File: src/rtl/trap_unit_if.sv
// -----------------------------------------------------------------------------
// trap_unit_if
// Bundles the MEM-stage trap/CSR request signals and the flush/redirect
// responses of trap_unit.
//   master : pipeline side (drives irq, MEM flags, CSR request; reads results)
//   slave  : trap_unit side
// Parameter NUM_IRQ must match the trap_unit instance it connects to.
// -----------------------------------------------------------------------------
interface trap_unit_if #(
   parameter int NUM_IRQ = 4
);
   logic [NUM_IRQ-1:0] irq;
   logic               mem_valid;
   logic               illegal_inst;
   logic               ecall_m;
   logic               l_access_fault;
   logic               s_access_fault;
   logic               mret;
   logic [31:0]        epc_cur;
   logic [31:0]        epc_next;
   logic [31:0]        fault_addr;
   logic               csr_rw;
   logic [1:0]         csr_wsc;
   logic [11:0]        csr_addr;
   logic [31:0]        csr_wdata;
   logic [31:0]        csr_rdata;
   logic               flush_fd;
   logic               flush_de;
   logic               flush_em;
   logic               flush_mw;
   logic               regwrite_cancel;
   logic               redirect_valid;
   logic [31:0]        pc_redirect;

   modport master (
      output irq, mem_valid, illegal_inst, ecall_m, l_access_fault, s_access_fault,
             mret, epc_cur, epc_next, fault_addr, csr_rw, csr_wsc, csr_addr, csr_wdata,
      input  csr_rdata, flush_fd, flush_de, flush_em, flush_mw, regwrite_cancel,
             redirect_valid, pc_redirect
   );

   modport slave (
      input  irq, mem_valid, illegal_inst, ecall_m, l_access_fault, s_access_fault,
             mret, epc_cur, epc_next, fault_addr, csr_rw, csr_wsc, csr_addr, csr_wdata,
      output csr_rdata, flush_fd, flush_de, flush_em, flush_mw, regwrite_cancel,
             redirect_valid, pc_redirect
   );
endinterface

File: src/rtl/trap_unit.sv
// -----------------------------------------------------------------------------
// trap_unit
// Machine-mode trap controller for the 5-stage RV32 core. Evaluates the MEM
// instruction, owns mstatus/mie/mip/mtvec/mepc/mcause/mtval, arbitrates
// exceptions, mret and NUM_IRQ external interrupts, issues stage flushes and
// redirects fetch through a registered one-cycle REDIR state.
// Ports:
//   clk  : clock, all state on posedge
//   rst  : asynchronous active-high reset
//   bus  : trap_unit_if.slave (irq, MEM exception flags, mret, epc_cur/next,
//          fault_addr, CSR request/read data, flushes, regwrite_cancel,
//          redirect_valid, pc_redirect)
// Configuration macro: TRAP_VECTORED_EN
//   defined   : mtvec MODE writable (1 = vectored, 2/3 stored as 0);
//               vectored interrupts target BASE + 4*cause
//   undefined : mtvec MODE hardwired 0, every trap targets BASE
// -----------------------------------------------------------------------------
module trap_unit #(
   parameter int          NUM_IRQ   = 4,
   parameter logic [31:0] MTVEC_RST = 32'h0000_0000
) (
   input logic        clk,
   input logic        rst,
   trap_unit_if.slave bus
);

   localparam logic [11:0] CSR_MSTATUS = 12'h300;
   localparam logic [11:0] CSR_MIE     = 12'h304;
   localparam logic [11:0] CSR_MTVEC   = 12'h305;
   localparam logic [11:0] CSR_MEPC    = 12'h341;
   localparam logic [11:0] CSR_MCAUSE  = 12'h342;
   localparam logic [11:0] CSR_MTVAL   = 12'h343;
   localparam logic [11:0] CSR_MIP     = 12'h344;

   localparam logic [0:0] S_IDLE  = 1'b0;
   localparam logic [0:0] S_REDIR = 1'b1;

   logic [0:0]         r_state;
   logic               r_mstatus_mie;
   logic               r_mstatus_mpie;
   logic [NUM_IRQ-1:0] r_mie;
   logic [NUM_IRQ-1:0] r_irq_meta;
   logic [NUM_IRQ-1:0] r_mip;
   logic [31:2]        r_mtvec_base;
   logic [31:2]        r_mepc;
   logic [31:0]        r_mcause;
   logic [31:0]        r_mtval;
   logic [31:0]        r_pc_redirect;

   logic               w_mtvec_mode;
   logic               w_idle;
   logic               w_exc_any;
   logic               w_exc_take;
   logic               w_mret_take;
   logic [NUM_IRQ-1:0] w_irq_masked;
   logic               w_irq_take;
   logic               w_trap_take;
   logic [4:0]         w_irq_idx;
   logic [4:0]         w_irq_cause;
   logic [4:0]         w_exc_cause;
   logic [31:0]        w_exc_tval;
   logic [31:0]        w_target;
   logic [31:0]        w_mie_word;
   logic [31:0]        w_mip_word;
   logic [31:0]        w_csr_rdata;
   logic [31:0]        w_csr_new;
   logic               w_csr_we;
   logic               w_unused_bits;

`ifdef TRAP_VECTORED_EN
   logic r_mtvec_mode;
   assign w_mtvec_mode = r_mtvec_mode;
`else
   assign w_mtvec_mode = 1'b0;
`endif

   // epc_next[1:0] never reaches state because mepc is word aligned
   assign w_unused_bits = ^bus.epc_next[1:0];

   assign w_idle       = (r_state == S_IDLE);
   assign w_exc_any    = bus.illegal_inst | bus.ecall_m | bus.l_access_fault | bus.s_access_fault;
   assign w_exc_take   = w_idle & bus.mem_valid & w_exc_any;
   // an mret that also carries an exception flag is handled as the exception
   assign w_mret_take  = w_idle & bus.mem_valid & bus.mret & ~w_exc_any;
   assign w_irq_masked = r_mip & r_mie;
   assign w_irq_take   = w_idle & bus.mem_valid & r_mstatus_mie & (|w_irq_masked)
                         & ~w_exc_any & ~bus.mret;
   assign w_trap_take  = w_exc_take | w_irq_take;
   assign w_irq_cause  = 5'd16 + w_irq_idx;

   // Lowest-index pending interrupt line wins
   always_comb begin
      w_irq_idx = 5'd0;
      for (int i = NUM_IRQ - 1; i >= 0; i--) begin
         if (w_irq_masked[i]) begin
            w_irq_idx = 5'(i);
         end else begin
            w_irq_idx = w_irq_idx;
         end
      end
   end

   // Exception cause and mtval by fixed priority illegal > ecall > load > store
   always_comb begin
      w_exc_cause = 5'd7;
      w_exc_tval  = bus.fault_addr;
      if (bus.illegal_inst) begin
         w_exc_cause = 5'd2;
         w_exc_tval  = bus.epc_cur;
      end else if (bus.ecall_m) begin
         w_exc_cause = 5'd11;
         w_exc_tval  = 32'd0;
      end else if (bus.l_access_fault) begin
         w_exc_cause = 5'd5;
         w_exc_tval  = bus.fault_addr;
      end else begin
         w_exc_cause = 5'd7;
         w_exc_tval  = bus.fault_addr;
      end
   end

   // Redirect target; mret uses mepc as it stood before this cycle's writes
   always_comb begin
      w_target = {r_mtvec_base, 2'b00};
      if (w_mret_take) begin
         w_target = {r_mepc, 2'b00};
      end else if (w_irq_take && w_mtvec_mode) begin
         w_target = {r_mtvec_base, 2'b00} + {25'd0, w_irq_cause, 2'b00};
      end else begin
         w_target = {r_mtvec_base, 2'b00};
      end
   end

   // Combinational CSR read port; unimplemented addresses read 0
   always_comb begin
      w_mie_word                 = 32'd0;
      w_mip_word                 = 32'd0;
      w_mie_word[16 +: NUM_IRQ]  = r_mie;
      w_mip_word[16 +: NUM_IRQ]  = r_mip;
      w_csr_rdata                = 32'd0;
      case (bus.csr_addr)
         CSR_MSTATUS: w_csr_rdata = {24'd0, r_mstatus_mpie, 3'd0, r_mstatus_mie, 3'd0};
         CSR_MIE:     w_csr_rdata = w_mie_word;
         CSR_MTVEC:   w_csr_rdata = {r_mtvec_base, 1'b0, w_mtvec_mode};
         CSR_MEPC:    w_csr_rdata = {r_mepc, 2'b00};
         CSR_MCAUSE:  w_csr_rdata = r_mcause;
         CSR_MTVAL:   w_csr_rdata = r_mtval;
         CSR_MIP:     w_csr_rdata = w_mip_word;
         default:     w_csr_rdata = 32'd0;
      endcase
   end

   // Read-modify-write value for csrrw / csrrs / csrrc
   always_comb begin
      w_csr_new = w_csr_rdata;
      case (bus.csr_wsc)
         2'b01:   w_csr_new = bus.csr_wdata;
         2'b10:   w_csr_new = w_csr_rdata | bus.csr_wdata;
         2'b11:   w_csr_new = w_csr_rdata & ~bus.csr_wdata;
         default: w_csr_new = w_csr_rdata;
      endcase
   end

   assign w_csr_we = w_idle & bus.mem_valid & bus.csr_rw & ~w_trap_take & (bus.csr_wsc != 2'b00);

   // Two-flop synchroniser feeding mip
   always_ff @(posedge clk or posedge rst) begin
      if (rst) begin
         r_irq_meta <= '0;
         r_mip      <= '0;
      end else begin
         r_irq_meta <= bus.irq;
         r_mip      <= r_irq_meta;
      end
   end

   // CSR state: software writes, trap entry and mret updates
   always_ff @(posedge clk or posedge rst) begin
      if (rst) begin
         r_mstatus_mie  <= 1'b0;
         r_mstatus_mpie <= 1'b0;
         r_mie          <= '0;
         r_mtvec_base   <= MTVEC_RST[31:2];
`ifdef TRAP_VECTORED_EN
         r_mtvec_mode   <= (MTVEC_RST[1:0] == 2'b01);
`endif
         r_mepc         <= 30'd0;
         r_mcause       <= 32'd0;
         r_mtval        <= 32'd0;
      end else begin
         if (w_csr_we) begin
            case (bus.csr_addr)
               CSR_MSTATUS: begin
                  r_mstatus_mie  <= w_csr_new[3];
                  r_mstatus_mpie <= w_csr_new[7];
               end
               CSR_MIE:    r_mie <= w_csr_new[16 +: NUM_IRQ];
               CSR_MTVEC: begin
                  r_mtvec_base <= w_csr_new[31:2];
`ifdef TRAP_VECTORED_EN
                  r_mtvec_mode <= (w_csr_new[1:0] == 2'b01);
`endif
               end
               CSR_MEPC:   r_mepc   <= w_csr_new[31:2];
               CSR_MCAUSE: r_mcause <= w_csr_new;
               CSR_MTVAL:  r_mtval  <= w_csr_new;
               default:    r_mcause <= r_mcause;
            endcase
         end
         // trap blocks the CSR write; mret status update overrides a same-cycle write
         if (w_exc_take) begin
            r_mstatus_mpie <= r_mstatus_mie;
            r_mstatus_mie  <= 1'b0;
            r_mepc         <= bus.epc_cur[31:2];
            r_mcause       <= {27'd0, w_exc_cause};
            r_mtval        <= w_exc_tval;
         end else if (w_irq_take) begin
            r_mstatus_mpie <= r_mstatus_mie;
            r_mstatus_mie  <= 1'b0;
            r_mepc         <= bus.epc_next[31:2];
            r_mcause       <= {1'b1, 26'd0, w_irq_cause};
            r_mtval        <= 32'd0;
         end else if (w_mret_take) begin
            r_mstatus_mie  <= r_mstatus_mpie;
            r_mstatus_mpie <= 1'b1;
         end
      end
   end

   // Redirect FSM: one REDIR cycle after every accepted trap or mret
   always_ff @(posedge clk or posedge rst) begin
      if (rst) begin
         r_state       <= S_IDLE;
         r_pc_redirect <= 32'd0;
      end else begin
         case (r_state)
            S_IDLE: begin
               if (w_trap_take || w_mret_take) begin
                  r_state       <= S_REDIR;
                  r_pc_redirect <= w_target;
               end
            end
            S_REDIR: r_state <= S_IDLE;
            default: r_state <= S_IDLE;
         endcase
      end
   end

   assign bus.csr_rdata       = w_csr_rdata;
   assign bus.redirect_valid  = (r_state == S_REDIR);
   assign bus.pc_redirect     = r_pc_redirect;
   assign bus.flush_fd        = w_trap_take | w_mret_take | (r_state == S_REDIR);
   assign bus.flush_de        = w_trap_take | w_mret_take;
   assign bus.flush_em        = w_trap_take | w_mret_take;
   // an interrupted instruction still retires, so only exceptions kill MEM->WB
   assign bus.flush_mw        = w_exc_take;
   assign bus.regwrite_cancel = w_exc_take;

endmodule

File: src/flat_wrapper.sv
// flat-port wrapper written by rule: the top's interface ports become plain ports
module trap_unit_flat 
#(
   parameter int          NUM_IRQ   = 4,
   parameter logic [31:0] MTVEC_RST = 32'h0000_0000
)
  (clk, rst, bus_irq, bus_mem_valid, bus_illegal_inst, bus_ecall_m, bus_l_access_fault, bus_s_access_fault, bus_mret, bus_epc_cur, bus_epc_next, bus_fault_addr, bus_csr_rw, bus_csr_wsc, bus_csr_addr, bus_csr_wdata, bus_csr_rdata, bus_flush_fd, bus_flush_de, bus_flush_em, bus_flush_mw, bus_regwrite_cancel, bus_redirect_valid, bus_pc_redirect);
  trap_unit_if #(.NUM_IRQ(NUM_IRQ)) bus_i ();
  input logic clk;
  input logic rst;
  input wire logic [$bits(bus_i.irq)-1:0] bus_irq;
  input wire logic [$bits(bus_i.mem_valid)-1:0] bus_mem_valid;
  input wire logic [$bits(bus_i.illegal_inst)-1:0] bus_illegal_inst;
  input wire logic [$bits(bus_i.ecall_m)-1:0] bus_ecall_m;
  input wire logic [$bits(bus_i.l_access_fault)-1:0] bus_l_access_fault;
  input wire logic [$bits(bus_i.s_access_fault)-1:0] bus_s_access_fault;
  input wire logic [$bits(bus_i.mret)-1:0] bus_mret;
  input wire logic [$bits(bus_i.epc_cur)-1:0] bus_epc_cur;
  input wire logic [$bits(bus_i.epc_next)-1:0] bus_epc_next;
  input wire logic [$bits(bus_i.fault_addr)-1:0] bus_fault_addr;
  input wire logic [$bits(bus_i.csr_rw)-1:0] bus_csr_rw;
  input wire logic [$bits(bus_i.csr_wsc)-1:0] bus_csr_wsc;
  input wire logic [$bits(bus_i.csr_addr)-1:0] bus_csr_addr;
  input wire logic [$bits(bus_i.csr_wdata)-1:0] bus_csr_wdata;
  output wire logic [$bits(bus_i.csr_rdata)-1:0] bus_csr_rdata;
  output wire logic [$bits(bus_i.flush_fd)-1:0] bus_flush_fd;
  output wire logic [$bits(bus_i.flush_de)-1:0] bus_flush_de;
  output wire logic [$bits(bus_i.flush_em)-1:0] bus_flush_em;
  output wire logic [$bits(bus_i.flush_mw)-1:0] bus_flush_mw;
  output wire logic [$bits(bus_i.regwrite_cancel)-1:0] bus_regwrite_cancel;
  output wire logic [$bits(bus_i.redirect_valid)-1:0] bus_redirect_valid;
  output wire logic [$bits(bus_i.pc_redirect)-1:0] bus_pc_redirect;
  assign bus_i.irq = bus_irq;
  assign bus_i.mem_valid = bus_mem_valid;
  assign bus_i.illegal_inst = bus_illegal_inst;
  assign bus_i.ecall_m = bus_ecall_m;
  assign bus_i.l_access_fault = bus_l_access_fault;
  assign bus_i.s_access_fault = bus_s_access_fault;
  assign bus_i.mret = bus_mret;
  assign bus_i.epc_cur = bus_epc_cur;
  assign bus_i.epc_next = bus_epc_next;
  assign bus_i.fault_addr = bus_fault_addr;
  assign bus_i.csr_rw = bus_csr_rw;
  assign bus_i.csr_wsc = bus_csr_wsc;
  assign bus_i.csr_addr = bus_csr_addr;
  assign bus_i.csr_wdata = bus_csr_wdata;
  assign bus_csr_rdata = bus_i.csr_rdata;
  assign bus_flush_fd = bus_i.flush_fd;
  assign bus_flush_de = bus_i.flush_de;
  assign bus_flush_em = bus_i.flush_em;
  assign bus_flush_mw = bus_i.flush_mw;
  assign bus_regwrite_cancel = bus_i.regwrite_cancel;
  assign bus_redirect_valid = bus_i.redirect_valid;
  assign bus_pc_redirect = bus_i.pc_redirect;
  trap_unit #(.NUM_IRQ(NUM_IRQ), .MTVEC_RST(MTVEC_RST)) u_core (.clk(clk), .rst(rst), .bus(bus_i));
endmodule
File: config.mk
export PLATFORM = sky130hd
export DESIGN_NAME = trap_unit_flat
export DESIGN_NICKNAME = d
export VERILOG_FILES = /design/src/rtl/trap_unit_if.sv /design/src/rtl/trap_unit.sv /design/src/flat_wrapper.sv
export SDC_FILE = /design/constraint.sdc
export NUM_CORES = 1
export LEC_CHECK = 0
export CORE_UTILIZATION = 35
export DETAILED_ROUTE_END_ITERATION = 10
export SYNTH_ARGS = -nofsm -noshare
export SYNTH_HDL_FRONTEND = slang
export SYNTH_SLANG_ARGS = --single-unit
File: constraint.sdc
create_clock -name clk -period 9.1 [get_ports clk]
set_input_delay 1.82 -clock clk [delete_from_list [all_inputs] [get_ports clk]]
set_output_delay 1.82 -clock clk [all_outputs]
set_load 0.01 [all_outputs]
# Yosys cells after proc, flatten, opt, wreduce, memory -nomap -nowiden
# Cells that the tools add are included.
# op_classes
muxes,36
n_div,0
n_lt_le_gt_ge,0
multipliers,0
n_eq_ne,10
n_reduce_logical,16
shifts,0
addsub,1
bitwise,25
# op_table
cell,n
32-bit 2-to-1 mux,11
32-bit case mux with 7 select lines,1
30-bit 2-to-1 mux,4
32-bit case mux with 3 select lines,1
12-bit by 10-bit equality test with 1-bit output (second input constant),7
32-bit AND,1
32-bit inverter,1
32-bit OR,1
5-bit 2-to-1 mux,5
2-bit AND reduction,7
3-bit nonzero test,4
1-bit AND,11
1-bit 2-to-1 mux,11
4-bit nonzero test,2
1-bit OR,6
5-bit adder (first input constant),1
4-bit AND,1
2-bit equality test (second input constant),2
2-bit 2-to-1 mux,2
1-bit inverter,4
4-bit OR reduction,1
2-bit by 1-bit equality test with 1-bit output (second input constant),1
1-bit case mux with 2 select lines,1
2-bit nonzero test,1
1-bit logical OR,1
# totals
wordCells,99
romBits,0
n_memories,0
out_inout_bits,70
reg_bits,171
ram_bits,0
latchBits,0

# Depth between registers and ports, before layout
# depth
ltp_word,14
depth_mapped,11
mapped_depth_nobuf,7

# Worst setup path after synthesis
# OpenSTA, ideal clock, no wires.
# synth_timing
path_type,input -> output
from,in bus_illegal_inst
to,out bus_flush_em
setup_slack_ns,3.810
path_stages,9
path_buffers,4
t_arrival_ns,3.470
path_cell_list,buf_2 -> nor4_2 -> nand2b_1 -> buf_2 -> inv_1 -> nor2_2 -> clkbuf_1 -> nand2_1 -> buf_4
# synth_between
elab_chain_len,8
elab_cells_between_ends,10
cone_classes,bitwise: 10
# synth_lines
element,line_no,source
start: declaration,flat_wrapper.sv:13,input wire logic [$bits(bus_i.illegal_inst)-1:0] bus_illegal_inst;
1-bit OR * (3 in a row),trap_unit.sv:81,assign w_exc_any = bus.illegal_inst | bus.ecall_m | bus.l_access_fault | bus.s_access_fault;
1-bit inverter,"trap_unit.sv:84, trap_unit.sv:87",
1-bit AND (2 in a row),trap_unit.sv:87,& ~w_exc_any & ~bus.mret;
1-bit OR,trap_unit.sv:88,assign w_trap_take = w_exc_take | w_irq_take;
1-bit OR *,-,
end: declaration,flat_wrapper.sv:28,output wire logic [$bits(bus_i.flush_em)-1:0] bus_flush_em;
# Every way passes the cells marked *; elsewhere a longest branch is shown, timed or not.

# Final worst setup path
# layout_timing
from,in bus_csr_addr[1]
to,out bus_csr_rdata[16]
# layout_between
elab_chain_len,2
elab_cells_between_ends,8
cone_classes,eq/ne: 7; mux: 1
# layout_lines
element,line_no,source
start: declaration,flat_wrapper.sv:23,input wire logic [$bits(bus_i.csr_addr)-1:0] bus_csr_addr;
12-bit by 10-bit equality test with 1-bit output,trap_unit.sv:141,case (bus.csr_addr)
32-bit case mux with 7 select lines *,trap_unit.sv:141,
end: declaration,flat_wrapper.sv:25,output wire logic [$bits(bus_i.csr_rdata)-1:0] bus_csr_rdata;
# Marks and branches as above.

==> impl_summary.log <==
[metrics] outcome: completed
[metrics] clock root buffer: sky130_fd_sc_hd__clkbuf_16
[metrics] Post-CTS Setup Inserts: 0
[metrics] Tmin final: 7.10 ns
[metrics] post-synthesis to final-layout area growth: 32.5%
[metrics] via count of the first global-routing pass: 9,097
[metrics] multiplexer area fraction after synthesis: 0.0470
[metrics] Post-synth top flop: sky130_fd_sc_hd__dfrtp_1
[metrics] wire length after detailed routing: 35.5 mm
[metrics] mean post-synth cell area: 9.11 um^2
[metrics] number of antenna violations at the first check in global routing: 1
[metrics] area of the die: 27,300 um^2
[metrics] Max Slew Vio Count: 0
[metrics] insertion delay to the later sink of the worst-skew pair: 0.43 ns
[metrics] initial drt markers: 1,087
[metrics] starting utilization of the core area: 0.358
[metrics] Die Ht: 165 um
[metrics] Gates resized, CTS repair: 0
[metrics] xor/xnor cell area share of the yosys netlist: 0.00376
[metrics] pwr/cell area: 158 nW/um^2
[metrics] fraction of the mapped netlist area in adder cells: 0
[metrics] cell type with the highest occurrence count on the critical path: sky130_fd_sc_hd__clkdlybuf4s50_1
[metrics] CP Class: input pin to primary output
[metrics] largest voltage drop on the vdd net: 100 uV
[metrics] main combinational cell family by area after synthesis: compound AO/OA/AOI/OAI gates
[metrics] CTS tree: yes
[metrics] number of vias in the routed layout: 9,124
[metrics] Critical Path Slowest Stage Cell: sky130_fd_sc_hd__clkdlybuf4s50_1
[metrics] CTS sink count: 169
[metrics] CTS H-tree depth: 4
[metrics] Final Hold Vio Count: 0
[metrics] highest attainable clock frequency: 0.141 GHz
[metrics] GRT Util Overall: 0.266
[metrics] floorplan row count: 59
[metrics] critical path launch point type: input pin
[metrics] final estimated routing congestion in global placement: 0.871
[metrics] leftover overflow at the end of global routing: 0
[metrics] die width: 165 um
[metrics] Slew headroom: 0.164
[metrics] half-perimeter wire length of the detailed placement result: 22.6 mm
[metrics] number of warning messages in the yosys log: 0
[metrics] leakage power: 4.81 nW
[metrics] critical path's largest stage delay: 1.10 ns
[metrics] cell count after synthesis: 1,023
[metrics] post-layout total power: 1.94 mW
[metrics] Vias/cell: 5.92
[metrics] synth unique cells: 67
[metrics] count of antenna-violating nets left after detailed routing: 0
[metrics] portion of synthesized cell area occupied by the leading cell type: 0.454
[metrics] max_cap viols: 0
[metrics] number of design rule violations left after detail routing: 0
[metrics] period utilisation layout: 0.780
[metrics] Post-CTS Hold Buffers: 0
[metrics] placed cell count: 1,507
[metrics] number of buffers added by the clock tree synthesis step: 17
[metrics] RSZ-0062 raised after global routing: no
[metrics] CP Cell Sequence: clkdlybuf4s50_1, and2_1, nand2_1, o32ai_1, or2_2, clkdlybuf4s50_1
[metrics] crit end category: primary output
[metrics] proportion of layout cells with a drive suffix above 1: 0.121
[metrics] required time of the critical path: 7.28 ns
[metrics] worst-case hold slack: 0.354 ns
[metrics] Post-synth EDFFs: 0
[metrics] Pre-Repair DR Iteration Count: 7
[metrics] Worst Max-Slew Pin Slew: 1.25 ns
[metrics] arrival time of data at the critical path endpoint: 5.28 ns
[metrics] IO Pins: 225
[metrics] clock buffer depth: 2
[metrics] setup skew after layout: 0.0113 ns
[metrics] wire length of the first global-routing pass: 53.8 mm
[metrics] Simple-Gate Fraction of Synth Area: 0.147
[metrics] CTS clock-pin slew for the worst setup and hold paths: 0.06 ns
[metrics] Total Negative Setup Slacks: 0 ns
[metrics] utilization after layout: 0.474
[metrics] crit path max fanout: 22
[metrics] sequential share of the synthesized area: 0.454
[metrics] final non-filler cell total: 1,540
[metrics] post-layout net count: 1,346
[metrics] area fraction in compound gates after synthesis: 0.304
[metrics] most area-consuming cells after synthesis: sky130_fd_sc_hd__dfrtp_1, sky130_fd_sc_hd__nand2_1, sky130_fd_sc_hd__a22oi_1
[metrics] classification of the worst-slack hold path: flip-flop to flip-flop
[metrics] routed len/inst: 23.0 um
[metrics] final setup violating endpoints: 0
[metrics] Core Area: 26,100 um^2
[metrics] Port Buffers: 220
[metrics] post-synthesis cell area: 9320 um^2
[metrics] Async SR Flop Fraction: 1.00
[metrics] largest net degree at the start of global routing: 108
[metrics] post-synthesis sequential element count: 169
[metrics] biggest area consumer among synthesized cells: sky130_fd_sc_hd__dfrtp_1
## worst max-delay path, delay by kind of cell
family / cells / cell delay, ns
AO/OA/AOI/OAI: 1 / 0.24
buffers and inverters: 2 / 1.64
AND/OR/NAND/NOR: 3 / 1.56
## final cells by class
| cell class | count | area [um^2] |
|---|---|---|
| clock inverters | 12 | 139 |
| diodes | 1 | 2.50 |
| clock buffers | 20 | 457 |
| flip-flops and latches | 169 | 4230 |
| repair buffers | 236 | 2310 |
| fillers | 2526 | 13700 |
| well taps | 335 | 419 |
| multi-input cells | 757 | 4750 |
| inverters | 10 | 42.5 |
## Yosys cell counts (all sizes together) (6+ instances only)
master / n
a21oi: 45
a222oi: 26
a22oi: 85
a31oi: 36
buf: 36
clkbuf: 52
dfrtp: 169
inv: 9
mux2: 30
mux2i: 10
nand2: 170
nand2b: 9
nor2: 86
nor3: 8
nor4: 6
o21ai: 137
o22a: 26
o31ai: 6
## worst paths after layout
kind / from / endpoint / slack (ns) / cells past startpoint
worst max-delay path: bus_csr_addr[1] / bus_csr_rdata[16] / 2.00 / 6
worst min-delay path: u_core.r_irq_meta[0] / u_core.r_mip[0] / 0.35 / 0
worst max register to register: u_core.bus.redirect_valid / u_core.r_mie[2] / 5.29 / 8
worst min register to register: u_core.r_irq_meta[0] / u_core.r_mip[0] / 0.35 / 0
max in group asynchronous: rst / u_core.r_mtval[17] / 5.63 / 3
min in group asynchronous: rst / u_core.bus.pc_redirect[27] / 2.01 / 2
## state kept, by name (all words and copies together) (netlist names), 4 cells and up
name                    count
u_core.r_mcause            32
u_core.r_mtval             32
u_core.bus.pc_redirect     30
u_core.r_mepc              30
u_core.r_mtvec_base        30
u_core.r_irq_meta           4
u_core.r_mie                4
u_core.r_mip                4
## placed cells by master, fill, tap and decap left out, types with 20 or more instances in the layout
master	instances
sky130_fd_sc_hd__clkdlybuf4s50_1	217
sky130_fd_sc_hd__o22a_1	26
sky130_fd_sc_hd__o21ai_0	36
sky130_fd_sc_hd__o21ai_2	20
sky130_fd_sc_hd__nor2_1	81
sky130_fd_sc_hd__a31oi_1	36
sky130_fd_sc_hd__a222oi_1	26
sky130_fd_sc_hd__a22oi_2	20
sky130_fd_sc_hd__nand2_1	169
sky130_fd_sc_hd__o21ai_1	81
sky130_fd_sc_hd__mux2_2	29
sky130_fd_sc_hd__dfrtp_1	169
sky130_fd_sc_hd__a21oi_1	45
sky130_fd_sc_hd__a22oi_1	65
## stage by stage
stage	worst slack [ns]	cell area (um^2)
6_report	2.00	12300
5_1_grt	1.88	12300
4_1_cts	2.05	12300
3_5_place_dp	2.03	11700
3_3_place_gp	2.05	11700
2_1_floorplan	2.70	9320
## layer usage
metal	wire length, um	global-route usage
met2	16400	0.425
met3	2870	0.0495
met5	13	0
met1	15300	0.354
met4	868	0.105
## logic make-up (layout without fill, tap and decap cells)
kind of cell	count (synthesis)	count (layout)
AO/OA/AOI/OAI	402	402
AND/OR/NAND/NOR	309	309
flip-flops	169	169
buffers and inverters	98	278
multiplexers	40	40
XOR/XNOR	4	4
other	1	3
## where the power goes
| part | switching, mW | internal [mW] | leakage, nW |
|---|---|---|---|
| Clock | 0.328 | 0.424 | 0.285 |
| Sequential | 0.0403 | 0.807 | 2.20 |
| Combinational | 0.187 | 0.158 | 2.32 |
(Power assumes the default switching activity.)
